### src/rtl/legv8_pkg.sv
// Shared widths and the ID/EX entry layout for the LEGv8 decode/execute boundary.
package legv8_pkg;

   localparam int DATA_W = 64;
   localparam int ADDR_W = 5;
   localparam int CTRL_W = 16;
   localparam logic [ADDR_W-1:0] ZR_REG = 5'd31;

   // One buffered instruction: register numbers, operands and opaque control.
   typedef struct packed {
      logic [ADDR_W-1:0] ra1;
      logic [ADDR_W-1:0] ra2;
      logic [ADDR_W-1:0] wa;
      logic [DATA_W-1:0] op1;
      logic [DATA_W-1:0] op2;
      logic [CTRL_W-1:0] ctrl;
   } idex_entry_t;

endpackage

### src/rtl/operand_snoop.sv
// Combinational writeback snoop for one operand: replaces the operand with the
// regfile write data when the write targets its source register. XZR is never
// bypassed.
module operand_snoop
   import legv8_pkg::*;
(
   input  logic              en,
   input  logic [ADDR_W-1:0] ra,
   input  logic [DATA_W-1:0] op,
   input  logic              wb_we,
   input  logic [ADDR_W-1:0] wb_wa,
   input  logic [DATA_W-1:0] wb_wd,
   output logic [DATA_W-1:0] op_o
);

   logic hit;

   // Bypass only live entries, and never through the zero register.
   always_comb begin
      hit  = en && wb_we && (wb_wa == ra) && (ra != ZR_REG);
      op_o = hit ? wb_wd : op;
   end

endmodule

### src/rtl/idex_operand_buffer.sv
// Two-entry ID/EX skid buffer (HEAD drives outputs, SKID absorbs one extra
// instruction). Every held operand snoops the regfile write port so it stays
// coherent with writebacks that land while it waits for execute.
module idex_operand_buffer
   import legv8_pkg::*;
(
   input  logic              clk,
   input  logic              reset,
   input  logic              flush,
   input  logic              in_valid,
   output logic              in_ready,
   input  logic [ADDR_W-1:0] in_ra1,
   input  logic [ADDR_W-1:0] in_ra2,
   input  logic [DATA_W-1:0] in_rd1,
   input  logic [DATA_W-1:0] in_rd2,
   input  logic [ADDR_W-1:0] in_wa,
   input  logic [CTRL_W-1:0] in_ctrl,
   input  logic              wb_we,
   input  logic [ADDR_W-1:0] wb_wa,
   input  logic [DATA_W-1:0] wb_wd,
   output logic              out_valid,
   input  logic              out_ready,
   output logic [ADDR_W-1:0] out_ra1,
   output logic [ADDR_W-1:0] out_ra2,
   output logic [ADDR_W-1:0] out_wa,
   output logic [DATA_W-1:0] out_op1,
   output logic [DATA_W-1:0] out_op2,
   output logic [CTRL_W-1:0] out_ctrl
);

   idex_entry_t head_q, head_d, skid_q, skid_d;
   logic        head_vld_q, head_vld_d;
   logic        skid_vld_q, skid_vld_d;
   logic        in_ready_q, in_ready_d;

   idex_entry_t cap_e, head_snp, skid_snp;
   logic [DATA_W-1:0] cap_rd1, cap_rd2;
   logic        accept, pop;

   // XZR reads as zero regardless of what the regfile port shows.
   always_comb begin
      cap_rd1 = (in_ra1 == ZR_REG) ? '0 : in_rd1;
      cap_rd2 = (in_ra2 == ZR_REG) ? '0 : in_rd2;
   end

   // Capture path: a write on the same edge must win over the stale read data.
   operand_snoop u_cap1 (.en(1'b1), .ra(in_ra1), .op(cap_rd1), .wb_we(wb_we),
                         .wb_wa(wb_wa), .wb_wd(wb_wd), .op_o(cap_e.op1));
   operand_snoop u_cap2 (.en(1'b1), .ra(in_ra2), .op(cap_rd2), .wb_we(wb_we),
                         .wb_wa(wb_wa), .wb_wd(wb_wd), .op_o(cap_e.op2));

   // Hold path for the two stored entries; invalid entries are left alone.
   operand_snoop u_head1 (.en(head_vld_q), .ra(head_q.ra1), .op(head_q.op1), .wb_we(wb_we),
                          .wb_wa(wb_wa), .wb_wd(wb_wd), .op_o(head_snp.op1));
   operand_snoop u_head2 (.en(head_vld_q), .ra(head_q.ra2), .op(head_q.op2), .wb_we(wb_we),
                          .wb_wa(wb_wa), .wb_wd(wb_wd), .op_o(head_snp.op2));
   operand_snoop u_skid1 (.en(skid_vld_q), .ra(skid_q.ra1), .op(skid_q.op1), .wb_we(wb_we),
                          .wb_wa(wb_wa), .wb_wd(wb_wd), .op_o(skid_snp.op1));
   operand_snoop u_skid2 (.en(skid_vld_q), .ra(skid_q.ra2), .op(skid_q.op2), .wb_we(wb_we),
                          .wb_wa(wb_wa), .wb_wd(wb_wd), .op_o(skid_snp.op2));

   // Non-operand fields pass straight through; snooping never touches them.
   always_comb begin
      cap_e.ra1     = in_ra1;
      cap_e.ra2     = in_ra2;
      cap_e.wa      = in_wa;
      cap_e.ctrl    = in_ctrl;
      head_snp.ra1  = head_q.ra1;
      head_snp.ra2  = head_q.ra2;
      head_snp.wa   = head_q.wa;
      head_snp.ctrl = head_q.ctrl;
      skid_snp.ra1  = skid_q.ra1;
      skid_snp.ra2  = skid_q.ra2;
      skid_snp.wa   = skid_q.wa;
      skid_snp.ctrl = skid_q.ctrl;
   end

   assign accept = in_valid && in_ready_q;
   assign pop    = head_vld_q && out_ready;

   // Occupancy transitions; a SKID->HEAD move carries the already-snooped SKID
   // so a writeback on that same edge is not lost.
   always_comb begin
      head_d     = head_snp;
      skid_d     = skid_snp;
      head_vld_d = head_vld_q;
      skid_vld_d = skid_vld_q;
      if (flush) begin
         head_vld_d = 1'b0;
         skid_vld_d = 1'b0;
      end else if (!head_vld_q) begin
         if (accept) begin
            head_d     = cap_e;
            head_vld_d = 1'b1;
         end
      end else if (!skid_vld_q) begin
         if (accept && pop) begin
            head_d = cap_e;
         end else if (accept) begin
            skid_d     = cap_e;
            skid_vld_d = 1'b1;
         end else if (pop) begin
            head_vld_d = 1'b0;
         end
      end else if (pop) begin
         head_d     = skid_snp;
         skid_vld_d = 1'b0;
      end
      // Registered ready: decode never sees a combinational path from out_ready.
      in_ready_d = !skid_vld_d;
   end

   // State registers; reset clears every field so outputs read zero.
   always_ff @(posedge clk or negedge reset) begin
      if (!reset) begin
         head_q     <= '0;
         skid_q     <= '0;
         head_vld_q <= 1'b0;
         skid_vld_q <= 1'b0;
         in_ready_q <= 1'b1;
      end else begin
         head_q     <= head_d;
         skid_q     <= skid_d;
         head_vld_q <= head_vld_d;
         skid_vld_q <= skid_vld_d;
         in_ready_q <= in_ready_d;
      end
   end

   assign in_ready  = in_ready_q;
   assign out_valid = head_vld_q;
   assign out_ra1   = head_q.ra1;
   assign out_ra2   = head_q.ra2;
   assign out_wa    = head_q.wa;
   assign out_op1   = head_q.op1;
   assign out_op2   = head_q.op2;
   assign out_ctrl  = head_q.ctrl;

endmodule

### config.mk
export PLATFORM = sky130hd
export DESIGN_NAME = idex_operand_buffer
export DESIGN_NICKNAME = d
export VERILOG_FILES = /design/src/rtl/legv8_pkg.sv /design/src/rtl/operand_snoop.sv /design/src/rtl/idex_operand_buffer.sv
export SDC_FILE = /design/constraint.sdc
export NUM_CORES = 1
export LEC_CHECK = 0
export CAP_MARGIN = 20
export CORE_ASPECT_RATIO = 0.6
export CORE_UTILIZATION = 48
export DETAILED_ROUTE_END_ITERATION = 16
export PLACE_DENSITY_LB_ADDON = 0.05
export SYNTH_ARGS = -nofsm -noshare
export SYNTH_HDL_FRONTEND = slang
export SYNTH_SLANG_ARGS = --single-unit
### constraint.sdc
create_clock -name clk -period 1.8 [get_ports clk]
set_input_delay 0.36 -clock clk [delete_from_list [all_inputs] [get_ports clk]]
set_output_delay 0.36 -clock clk [all_outputs]
set_load 0.01 [all_outputs]
==> flow_summary.json, run 1 <==
{
  "gp_congestion": 0.884,
  "syn_nets": 2343,
  "syn_avg_cell_area_um2": 9.50,
  "synth_top_area_cell": "dfrtp_1",
  "rows": 57,
  "worst_hold_path_type": "in2async",
  "vias": 20800,
  "ys_top_cells_by_area": "dfrtp_1, mux2_2, o221a_2",
  "min_period_ps": 2080,
  "synth_edf_count": 0,
  "required_ps": 2230,
  "dp_slack_ps": -873,
  "place_hpwl_um": 51500,
  "synth_warnings": 0,
  "path_delay_family": "simple AND/OR/NAND/NOR gates",
  "grt_pass1_wl_um": 123000,
  "cts_tree": "yes",
  "final_common_cell": "clkdlybuf4s50_1",
  "num_io_pins": 395,
  "endpoint_kind": "register",
  "cts-root-buf": "clkbuf_16",
  "ys_async_sr_fraction_pct": 100,
  "cts_sinks": 321,
  "vdd_drop_max_uv": 731,
  "clk_transition_reported_paths_ps": 70,
  "rsz0062_at_grt": "yes",
  "synth_top_cell_area_share_pct": 40.0,
  "ys_seq_elements": 321,
  "core_area_um2": 40800,
  "finalSetupViolCount": 414,
  "status": "finished, violations left",
  "cts_buffers": 35,
  "postLayoutSetupSlackWorst_ps": -283,
  "holdWs_ps": 299,
  "syn_inst": 2109,
  "fp.dieH_um": 160,
  "relSlewSlack_pct": 67.4,
  "tightest_slew_ps": 489,
  "startpoint_type": "register",
  "violations": "setup timing",
  "p_per_area_nw_per_um2": 933,
  "ant_nets": 0,
  "power_w": 0.0273,
  "initial_core_util_pct": 49.1,
  "grt_pass1_vias": 20200,
  "worstSetupPathType": "reg2reg",
  "drt_iter0_drc": 3000,
  "avgRoutedWirePerCell_um": 26.6,
  "antenna_found_initial": 12,
  "maxCapViolCount": 0,
  "hold_violations": 0,
  "regArea_um2": 8040,
  "gr-total-overflow": 0,
  "io_buffer_count": 394,
  "vias_per_cell": 6.57,
  "path_cells": "xnor2_1 -> nand3_2 -> or4_4 -> buf_12 -> mux2_2 -> o211ai_1",
  "ys_types": 41,
  "dieArea_um2": 42600,
  "seq_area_frac_synth_pct": 40.1,
  "die_x_um": 266,
  "clock_latency_ps": 550,
  "critPathMaxStageDelay_ps": 590,
  "slew_viol_final": 0,
  "synthFlopType": "dfrtp_1",
  "cts_max_level": 2,
  "drc": 0,
  "fmax_mhz": 480,
  "multi_input_area_um2": 11700,
  "period_share_pct": 116,
  "wl_um": 84100,
  "synthesis.area_um2": 20000,
  "syn2layout_area_growth_pct": 46.2,
  "skew_ps": 25.2,
  "layout.cells.most_common_list": "clkdlybuf4s50_1, dfrtp_1, o21ai_0",
  "final_layout_size_suffix_gt1_share_pct": 26.9,
  "final_util_pct": 71.8,
  "max-clock-path-buffers": 3,
  "cp_num_buf_inv": 1,
  "grt_start_max_net_pins": 65,
  "leakage_nw": 11.4,
  "slowest_stage": "or4_4",
  "grtUsageTotal_pct": 37.2,
  "crit_path_max_fanout": 26,
  "fillers": 3052,
  "critPathArrivalTime_ps": 2520,
  "final_nets": 2804,
  "dr.pass1.iters": 6
}
-- through the flow --
step           std cells  setup TNS [ps]  area [um^2]
6_report            3167          -55910        29300
5_1_grt             3166          -79310        29300
4_1_cts             3130          -44210        28400
3_5_place_dp        3034         -218220        26100
3_3_place_gp        3034         -200820        26100
2_1_floorplan       2109          -18420        20300
-- cell usage after synthesis (2+ instances only) --
cell type and count:
nand2_1 229, o221a_2 128, nand2b_1 2, xor2_1 2, a21o_1 128, and4_1 2
nand3_1 137, buf_1 29, o21ai_0 287, buf_6 13, mux2i_1 128, o211ai_1 113
o211ai_2 15, dfrtp_1 320, a41oi_2 2, and2_0 2, dlygate4sd1_1 2, xnor2_1 24
buf_2 45, mux2_2 159, a211o_1 2, a21oi_1 133, nand3b_1 2, nor2_1 3
a22oi_1 31, and3_1 5, buf_4 9, or2_2 2, clkbuf_1 135, nor3_1 2
nand4_1 6, and2_2 3
-- kinds of logic (layout without fill, tap and decap cells) --
family	after synthesis	after routing	synth area share, %
AOI/OAI and AO/OA	841	842	29.2
and+or+nand+nor	399	399	8.78
DFF	321	321	40.1
muxes	287	287	15.3
buffers and inverters	235	719	5.40
xor gates and xnor gates	26	26	1.14
other	0	13	0
-- area by class of cell --
| cell class | instances | area share, % |
|---|---|---|
| clock inverters | 13 | 0.432 |
| clock buffers | 48 | 3.50 |
| diodes | 13 | 0.111 |
| inverters | 1 | 0.0128 |
| repair buffers | 657 | 26.0 |
| well taps | 560 | 2.39 |
| multi-input cells | 1554 | 40.1 |
| flip-flops and latches | 321 | 27.4 |
-- final timing paths --
kind / from / endpoint / slack, ps / cells past startpoint
worst max-delay path: out_ra2[0]$_DFFE_PN0P_ / out_op2[56]$_DFF_PN0_ / -280 / 6
worst max register to register: out_ra2[0]$_DFFE_PN0P_ / out_op2[56]$_DFF_PN0_ / -280 / 6
min in group clk: in_ctrl[8] / skid_q[8]$_DFFE_PN0P_ / 460 / 2
worst min register to register: out_ctrl[12]$_DFFE_PN0P_ / out_ctrl[12]$_DFFE_PN0P_ / 480 / 2
worst min-delay path: reset / out_op2[54]$_DFF_PN0_ / 300 / 2
max in group asynchronous: reset / skid_q[44]$_DFF_PN0_ / 780 / 4
-- metal layers --
metal	track usage (%)	wire length (um)
met5	0	0
met4	13.5	2800
met3	7.99	9020
met2	55.2	37100
met1	53.3	35200
-- flip-flops by register name, summed over array words and instances (netlist names) --
name	count
out_valid	1
skid_q	159
out_op1	64
out_ra1	5
out_wa	5
in_ready	1
out_ctrl	16
out_ra2	5
skid_vld_q	1
out_op2	64
-- report_power, final --
group | internal [W] | total (W) | switching [W] | leakage, nW
sequential | 0.00912 | 0.0105 | 0.00141 | 3.89
clock | 0.00428 | 0.00755 | 0.00327 | 0.567
combinational | 0.00540 | 0.00925 | 0.00385 | 6.90
total | 0.0188 | 0.0273 | 0.00853 | 11.4
-- repair_timing --
action,CTS,global route
hold endpoints to repair,20,0
setup endpoints to repair,431,465
pin swaps,14,17
buffers inserted,19,8
hold buffers,1,0
gates cloned,17,19
gates resized for setup,147,67
(Power assumes the default switching activity.)
==> run 2, diff against run 1 <==
--- a/config.mk
+++ b/config.mk
@@ -8,8 +8,11 @@
 export CAP_MARGIN = 20
 export CORE_ASPECT_RATIO = 0.6
 export CORE_UTILIZATION = 48
+export CTS_CLUSTER_SIZE = 30
 export DETAILED_ROUTE_END_ITERATION = 16
+export GPL_TIMING_DRIVEN = 0
 export PLACE_DENSITY_LB_ADDON = 0.05
+export RECOVER_POWER = 100
 export SYNTH_ARGS = -nofsm -noshare
 export SYNTH_HDL_FRONTEND = slang
 export SYNTH_SLANG_ARGS = --single-unit
==> run 2 against run 1 <==
Net effect:
- the run ends with hold timing, setup timing left
- clock power is 2% higher
- die area stayed put
- core utilization is 2.6 points higher
- sequential cell count did not move
- register-to-register slack got worse by 60 ps
- final cell count grew 1.7%
- fmax is 2.8% lower
- sequential share of layout area down 0.94 points
- sequential power about the same
- power rose by 1.9%
- critical path type is now in2reg
- highest routed layer unchanged
==> flow_summary.json, run 2 (synthesis gave the netlist of run 1 again) <==
{
  "grt_start_max_net_pins": 111,
  "cts-root-buf": "clkbuf_16",
  "antenna_found_initial": 13,
  "core_area_um2": 40800,
  "status": "finished, violations left",
  "rows": 57,
  "ant_nets": 0,
  "tightest_slew_ps": 671,
  "cp_num_buf_inv": 3,
  "drt_iter0_drc": 3393,
  "cts_tree": "yes",
  "worstSetupPathType": "in2reg",
  "path_cells": "clkdlybuf4s50_1 -> xnor2_1 -> and4_2 -> buf_6 -> clkbuf_8 -> a21oi_1 -> o21ai_0 -> o221a_4",
  "syn2layout_area_growth_pct": 51.5,
  "vias": 21500,
  "dr.pass1.iters": 6,
  "grt_pass1_wl_um": 127000,
  "cts_buffers": 35,
  "clk_transition_reported_paths_ps": 60,
  "period_share_pct": 119,
  "fp.dieH_um": 160,
  "startpoint_type": "input pin",
  "slew_viol_final": 0,
  "placedCellCount": 3061,
  "place_hpwl_um": 58600,
  "maxCapViolCount": 0,
  "gr-usage-met3_pct": 11.1,
  "path_delay_family": "buffers and inverters",
  "grtUsageMet2_pct": 54.9,
  "slowest_stage": "clkdlybuf4s50_1",
  "gp_congestion": 0.959,
  "clock_latency_ps": 550,
  "r2r_slack_ps": -340,
  "critPathArrivalTime_ps": 2610,
  "largest_reg_flops": 159,
  "grtUsageTotal_pct": 39.2,
  "final_common_cell": "dfrtp_1",
  "rsz0062_at_grt": "yes",
  "violations": "hold timing, setup timing",
  "leakage_nw": 13.7,
  "avgRoutedWirePerCell_um": 28.1,
  "layout.cells.most_common_list": "dfrtp_1, o21ai_0, clkdlybuf4s50_1",
  "critPathMaxStageDelay_ps": 530,
  "layout.cells.non_filler": 3222,
  "max-clock-path-buffers": 3,
  "cts_sinks": 321,
  "hold_violations": 60,
  "required_ps": 2270,
  "grt_use_met1_pct": 57.5,
  "p_per_area_nw_per_um2": 918,
  "finalSetupViolCount": 300,
  "drc": 0,
  "postLayoutSetupSlackWorst_ps": -343,
  "die_x_um": 266,
  "vias_per_cell": 6.67,
  "final_nets": 2859,
  "min_period_ps": 2140,
  "final_layout_size_suffix_gt1_share_pct": 27.0,
  "relSlewSlack_pct": 55.3,
  "wl_um": 90500,
  "num_io_pins": 395,
  "busiest_layer": "met1",
  "grt_pass1_vias": 20300,
  "holdWs_ps": -260,
  "cts_max_level": 2,
  "gr-total-overflow": 0,
  "fmax_mhz": 467,
  "initial_core_util_pct": 49.1,
  "skew_ps": 22.2,
  "vdd_drop_max_uv": 737,
  "power_w": 0.0279,
  "crit_path_max_fanout": 10,
  "dieArea_um2": 42600,
  "dp_slack_ps": -1420,
  "worst_hold_path_type": "in2async",
  "regMostFlops": "skid_q",
  "io_buffer_count": 388,
  "endpoint_kind": "register"
}
-- run 2: cell count changes in the layout (fill, tap and decap cells not counted), sizes merged, moves of 2 or more --
cell	before	now
buf	248	177
inv	2	4
bufinv	2	4
dlymetal6s2s	4	162
clkbuf	63	194
clkinvlp	3	1
dlygate4sd2	9	1
clkdlybuf4s50	379	222
-- run 2: where the power goes --
| part | total, W | switching (W) | internal, W | leakage, nW |
|---|---|---|---|---|
| clock network | 0.00770 | 0.00333 | 0.00437 | 0.574 |
| registers | 0.0107 | 0.00156 | 0.00913 | 3.88 |
| logic | 0.00947 | 0.00400 | 0.00546 | 9.27 |
| total | 0.0279 | 0.00889 | 0.0190 | 13.7 |
-- run 2: what timing repair did --
action	4_1_cts	5_1_grt
setup endpoints to repair	462	479
gates cloned	18	20
resized for setup	365	414
pin swaps	32	26
hold endpoints to repair	60	60
buffers inserted	36	20
-- run 2: metal layers --
layer | vias up | routed length (um)
li1 | 9014 | -
met1 | 10600 | 37200
met2 | 1663 | 38000
met3 | 219 | 12000
met4 | 0 | 3280
met5 | - | 0
-- run 2: final cells by class --
class | count | area, um^2
Antenna cell | 14 | 35.0
Buffer | 228 | 2210
Clock buffer | 44 | 960
Clock inverter | 16 | 198
Fill cell | 2829 | 10500
Inverter | 1 | 3.75
Multi-Input combinational cell | 1553 | 12300
Sequential cell | 321 | 8040
Tap cell | 560 | 701
Timing Repair Buffer | 485 | 5870
-- run 2: final timing paths --
check / from / to / cells after the start
setup / recovery: in_ra1[1] / skid_q[103]$_DFF_PN0_ / 8
hold / removal: reset / out_op1[55]$_DFF_PN0_ / 1
hold reg to reg: out_ctrl[13]$_DFFE_PN0P_ / out_ctrl[13]$_DFFE_PN0P_ / 2
min in group clk: in_ra2[3] / skid_q[152]$_DFFE_PN0P_ / 2
max in group asynchronous: reset / out_op2[9]$_DFF_PN0_ / 4
setup reg to reg: out_ra2[0]$_DFFE_PN0P_ / out_op2[19]$_DFF_PN0_ / 7
-- run 2: per-stage QoR --
step                instance area (um^2)  util, %  setup TNS, ps
finish                             30300     74.4         -66280
global route                       30300     74.4         -80170
CTS                                28200     69.2         -50720
detailed placement                 25000     61.3        -342680
global placement                   24900     61.0       -4815250
floorplan                          20300        -         -18420
